### src/rtl/ws2812_pkg.sv
// Shared types and default timing for the WS2812 grid driver.
package ws2812_pkg;
    typedef enum logic [1:0] {IDLE, SEND, LATCH} state_t;

    localparam int T_BIT_DEF   = 15;
    localparam int T0H_DEF     = 5;
    localparam int T1H_DEF     = 10;
    localparam int T_LATCH_DEF = 720;

    localparam logic [23:0] ON_COLOR_DEF  = 24'h10_00_00;
    localparam logic [23:0] OFF_COLOR_DEF = 24'h00_00_00;

    localparam int PIXELS         = 64;
    localparam int BITS_PER_PIXEL = 24;
endpackage

### src/rtl/ws2812_bit_cell.sv
// One WS2812 bit cell: T_BIT cycles, high for T0H or T1H cycles from the start.
module ws2812_bit_cell
    import ws2812_pkg::*;
#(
    parameter int T_BIT = T_BIT_DEF,
    parameter int T0H   = T0H_DEF,
    parameter int T1H   = T1H_DEF
) (
    input  logic clk,
    input  logic rst,
    input  logic load,
    input  logic bit_val,
    output logic dout,
    output logic cell_done
);
    localparam int CW = $clog2(T_BIT);
    localparam logic [CW-1:0] LAST = CW'(T_BIT - 1);

    logic [CW-1:0] cnt;
    logic [CW-1:0] th;
    logic          active;

    assign cell_done = active && (cnt == LAST);

    // dout is precomputed for the cycle the counter is about to enter
    always_ff @(posedge clk) begin
        if (rst) begin
            cnt    <= '0;
            th     <= '0;
            active <= 1'b0;
            dout   <= 1'b0;
        end else if (load) begin
            cnt    <= '0;
            th     <= bit_val ? CW'(T1H) : CW'(T0H);
            active <= 1'b1;
            dout   <= 1'b1;
        end else if (cell_done) begin
            cnt    <= '0;
            active <= 1'b0;
            dout   <= 1'b0;
        end else if (active) begin
            cnt  <= cnt + CW'(1);
            dout <= (cnt + CW'(1)) < th;
        end
    end
endmodule

### src/rtl/ws2812_grid_driver.sv
// Streams a 64-cell grid snapshot to an 8x8 WS2812 matrix, then holds the latch gap.
module ws2812_grid_driver
    import ws2812_pkg::*;
#(
    parameter int          T_BIT     = T_BIT_DEF,
    parameter int          T0H       = T0H_DEF,
    parameter int          T1H       = T1H_DEF,
    parameter int          T_LATCH   = T_LATCH_DEF,
    parameter logic [23:0] ON_COLOR  = ON_COLOR_DEF,
    parameter logic [23:0] OFF_COLOR = OFF_COLOR_DEF
) (
    input  logic        clk,
    input  logic        rst,
    input  logic        start,
    input  logic [63:0] grid_in,
    output logic        busy,
    output logic        frame_done,
    output logic        dout
);
    localparam int CMAX = (T_BIT > T_LATCH) ? T_BIT : T_LATCH;
    localparam int LW   = $clog2(CMAX);
    localparam logic [LW-1:0] LATCH_LAST = LW'(T_LATCH - 1);
    localparam logic [5:0]    LAST_PIX   = 6'(PIXELS - 1);
    localparam logic [4:0]    TOP_BIT    = 5'(BITS_PER_PIXEL - 1);

    state_t        state;
    logic [63:0]   snap;
    logic [5:0]    pix;
    logic [5:0]    next_pix;
    logic [4:0]    bit_idx;
    logic [4:0]    next_bit;
    logic [LW-1:0] lcnt;
    logic          accept;
    logic          advance;
    logic          last_cell;
    logic          load;
    logic          bit_val;
    logic          cell_done;
    logic [23:0]   color;

    always_comb begin
        next_pix  = pix;
        next_bit  = bit_idx - 5'd1;
        color     = OFF_COLOR;
        bit_val   = 1'b0;
        if (bit_idx == 5'd0) begin
            next_pix = pix + 6'd1;
            next_bit = TOP_BIT;
        end
        last_cell = (pix == LAST_PIX) && (bit_idx == 5'd0);
        accept    = !rst && (state == IDLE) && start;
        advance   = (state == SEND) && cell_done && !last_cell;
        load      = accept || advance;
        // First bit comes straight from grid_in since the snapshot loads on the same edge
        if (accept) begin
            color   = grid_in[0] ? ON_COLOR : OFF_COLOR;
            bit_val = color[TOP_BIT];
        end else begin
            color   = snap[next_pix] ? ON_COLOR : OFF_COLOR;
            bit_val = color[next_bit];
        end
    end

    always_ff @(posedge clk) begin
        if (rst) begin
            state      <= IDLE;
            snap       <= '0;
            pix        <= '0;
            bit_idx    <= '0;
            lcnt       <= '0;
            busy       <= 1'b0;
            frame_done <= 1'b0;
        end else begin
            frame_done <= 1'b0;
            unique case (state)
                IDLE: begin
                    if (start) begin
                        state   <= SEND;
                        snap    <= grid_in;
                        pix     <= '0;
                        bit_idx <= TOP_BIT;
                        busy    <= 1'b1;
                    end
                end
                SEND: begin
                    if (cell_done) begin
                        if (last_cell) begin
                            state   <= LATCH;
                            lcnt    <= '0;
                            pix     <= '0;
                            bit_idx <= '0;
                        end else begin
                            pix     <= next_pix;
                            bit_idx <= next_bit;
                        end
                    end
                end
                LATCH: begin
                    if (lcnt == LATCH_LAST) begin
                        state      <= IDLE;
                        lcnt       <= '0;
                        busy       <= 1'b0;
                        frame_done <= 1'b1;
                    end else begin
                        lcnt <= lcnt + LW'(1);
                    end
                end
                default: state <= IDLE;
            endcase
        end
    end

    ws2812_bit_cell #(
        .T_BIT (T_BIT),
        .T0H   (T0H),
        .T1H   (T1H)
    ) u_cell (
        .clk       (clk),
        .rst       (rst),
        .load      (load),
        .bit_val   (bit_val),
        .dout      (dout),
        .cell_done (cell_done)
    );
endmodule

### config.mk
export PLATFORM = sky130hd
export DESIGN_NAME = ws2812_grid_driver
export DESIGN_NICKNAME = d
export VERILOG_FILES = /design/src/rtl/ws2812_pkg.sv /design/src/rtl/ws2812_bit_cell.sv /design/src/rtl/ws2812_grid_driver.sv
export SDC_FILE = /design/constraint.sdc
export NUM_CORES = 1
export LEC_CHECK = 0
export ABC_AREA = 1
export ABC_CLOCK_PERIOD_IN_PS = 2500
export BUFFER_PORTS_ARGS = -buffer_cell sky130_fd_sc_hd__buf_2
export CAP_MARGIN = 20
export CORE_UTILIZATION = 55
export CTS_CLUSTER_SIZE = 8
export DETAILED_ROUTE_END_ITERATION = 10
export MAX_ROUTING_LAYER = met4
export PLACE_DENSITY = 0.77
export SETUP_SLACK_MARGIN = 0.1
export SYNTH_ARGS = -nofsm -noshare
export SYNTH_HDL_FRONTEND = slang
export SYNTH_SLANG_ARGS = --single-unit
export TNS_END_PERCENT = 5
### constraint.sdc
create_clock -name clk -period 2.5 [get_ports clk]
set_input_delay 0.5 -clock clk [delete_from_list [all_inputs] [get_ports clk]]
set_output_delay 0.5 -clock clk [all_outputs]
set_load 0.05 [all_outputs]
==> results by group <==
Floorplanning
  – Starting Density: 56.8%
  – Io pins: 70
  – Die height: 94.1 µm
  – Core Area: 8220 µm²
  – Die outline width: 94.1 µm
  – DIE AREA: 8850 µm²
  – Rows: 33

STA
  – Max frequency: 431 MHz
  – Max-slew violation count: 0
  – Slew margin rel.: 55.4%
  – Worst-margin pin slew: 0.666 ns
  – Final worst-path cycle share: 92.8%
  – Fin Setup TNS: 0 ns
  – Final setup fails: 0
  – Clock skew: 0.0104 ns
  – RSZ-0062 raised after global routing: false
  – Fin crit period: 2.32 ns
  – Final hold violation count: 0

Clocking
  – Clock Latency Late Sink: 0.37 ns
  – CTS clock-pin slew for the worst setup and hold paths: 0.10 ns
  – Clk sinks: 97
  – Clock tree from TritonCTS: built
  – CTS root buffer: clkbuf_8
  – Clock buffer depth: 2
  – H-tree levels: 3
  – CTS Buf Count: 9

Synth
  – Sequential fraction of the synthesis area: 41.6%
  – Synth Flop Type: dfxtp_1
  – Asr flop ratio synth: 0%
  – Synthesis Warnings: 0
  – Synth Area in XOR/XNOR: 1.48%
  – Number of synthesized flops with an enable pin: 0
  – Area share of the largest cell type after synthesis: 41.6%
  – Distinct cells, synth: 41
  – Synth top area cells: dfxtp_1 (42%), nand2_1 (12%), nand3_1 (11%)
  – Cell taking the most area after synthesis: dfxtp_1
  – Mux contribution to synthesized area: 0%
  – Cells after Synth: 656
  – Adder-cell share of the synthesized area: 2.41%
  – Synthesized Nets: 732
  – Largest family of logic cells by synthesized area: simple AND/OR/NAND/NOR gates
  – Post-Syn Area per Cell: 7.11 µm²
  – Simple-Gate Fraction of Synth Area: 31.0%
  – Compound-Gate Fraction of Synth Area: 11.9%
  – Netlist Area Pre-Place: 4660 µm²
  – Post-synthesis register bit count: 97

Worst setup path
  – CP Capture Type: flip-flop
  – Register-to-register setup slack: 0.18 ns
  – Crit path max fanout: 5
  – Worst EP arrival: 2.62 ns
  – Worst Setup Start Kind: flip-flop
  – Setup Crit Path Kind: reg2reg
  – Required time of the worst setup path: 2.80 ns

Cells and area
  – Nets: 800
  – Most common cell after layout, fill and taps aside: nand2_1
  – Fillers: 737
  – Post-route cell area: 5450 µm²
  – Register area: 1940 µm²
  – Multi-input gate area: 2230 µm²
  – P&R area growth vs syn: 16.9%
  – Fin cells: 833
  – Most frequent cells in the layout: nand2_1 (145), inv_1 (99), nand3_1 (98)
  – Antenna diode count: 0
  – Share of cells above drive strength 1: 18.4%

Global routing
  – Global-route wire length before repair: 17600 µm
  – Initial antenna violation count: 0
  – Vias in the first global route: 4017
  – Pin count of the biggest net entering global routing: 65
  – Global-route usage over all layers: 25.6%
  – Grt ovf: 0

Place
  – Placed Cells: 810
  – Dpl cell area: 5070 µm²
  – Post-DP HPWL: 7630 µm
  – Buffers on Ports: 69
  – Final Wtd Congestion: 0.941

Status
  – Status: finished, final reports clean

Detailed routing
  – Total wire length: 11100 µm
  – DR iter-0 viols: 314
  – Post-route ant nets: 0
  – Via density: 5.41
  – Max layer used: met4
  – DR WL met3: 573 µm
  – Drt pass-1 iters: 5
  – WL met1: 4860 µm
  – Routed length per instance: 13.3 µm
  – Via count: 4508
  – DRC: 0
  – Met2 WL: 5370 µm

Flow run
  – Max-cap viol count: 0

Power
  – Worst IR Drop VDD: 0.306 mV
  – PwrDens: 622 nW/µm²
  – Lkg Pwr: 2.39 nW

Hold path
  – Worst Hold Class: in2reg
cells by family after synthesis:
group,count (synthesis)
flops,97
simple gates,306
compound gates,104
fa+ha+maj,9
xor+xnor,7
buf+inv,133
cells in the mapped netlist, types with 3 or more instances:
library cell	instances
nand3_1	101
dfxtp_1	97
nand2_2	8
o21ai_0	74
nor2_4	4
nor2_1	22
nor3_1	6
nand2_1	145
nand2_4	3
xor2_1	5
clkbuf_1	14
inv_1	101
nand4_1	3
buf_6	3
ha_1	9
buf_2	6
a21oi_1	20
nor3b_1	4
metrics by stage:
step / power, mW / setup slack [ns] / hold WS (ns) / util [%]
after floorplan: 2.10 / 0.594 / 0.438 / -
after global placement: 2.23 / 0.339 / 0.454 / 61.7
after detailed placement: 2.25 / 0.266 / 0.456 / 61.7
after CTS: 3.35 / 0.248 / 0.326 / 64.4
after global routing: 3.55 / 0.0355 / 0.333 / 66.4
final: 3.39 / 0.181 / 0.324 / 66.4
sequential cells by signal (all words and copies together), names as in the netlist:
name	flops
u_cell.dout	1
state	2
busy	1
u_cell.active	1
u_cell.cnt	4
pix	6
frame_done	1
u_cell.th	2
snap	64
lcnt	10
bit_idx	5
layer usage:
metal / track usage (%) / vias up
li1: - / 2234
met2: 41.4 / 154
met3: 4.94 / 27
met4: 8.21 / 0
met5: - / -
met1: 32.3 / 2093
final cells by class:
class / count / share of cell area [%]
tap: 105 / 2.41
clock inverter: 4 / 1.40
sequential: 97 / 35.6
timing repair buffer: 83 / 9.57
inverter: 107 / 7.53
multi-input combinational: 426 / 40.9
clock buffer: 11 / 2.59
final timing paths:
kind,from,end,cells past startpoint
hold reg to reg,u_cell.dout$_SDFFE_PP0P_,u_cell.dout$_SDFFE_PP0P_,2
setup reg to reg,bit_idx[0]$_SDFFE_PP0P_,u_cell.th[2]$_SDFFE_PP0P_,15
setup / recovery,bit_idx[0]$_SDFFE_PP0P_,u_cell.th[2]$_SDFFE_PP0P_,15
hold / removal,grid_in[48],snap[48]$_SDFFE_PP0P_,3
where the power goes:
| part | leakage, nW | internal (mW) | switching [mW] |
|---|---|---|---|
| clock | 0.106 | 0.590 | 0.534 |
| combinational | 1.49 | 0.225 | 0.376 |
| sequential | 0.795 | 1.63 | 0.0341 |
worst max-delay path, stage by stage, from the launching register on:
cell	delay, ns
dfxtp_2	0.35
inv_2	0.06
ha_1	0.15
inv_1	0.06
nor2_4	0.17
nand3_4	0.15
nor3_4	0.28
buf_4	0.16
nand3_1	0.09
xor2_1	0.25
inv_1	0.12
nand3_1	0.10
nand2_1	0.07
nand2_1	0.09
nand2_1	0.06
nor2_1	0.09
repair_timing:
action / 4_1_cts / 5_1_grt
setup buffers: 0 / 7
hold buffers: 0 / 0
endpoints found under the setup margin: 0 / 2
resized for setup: 0 / 15
(Power assumes the default switching activity.)
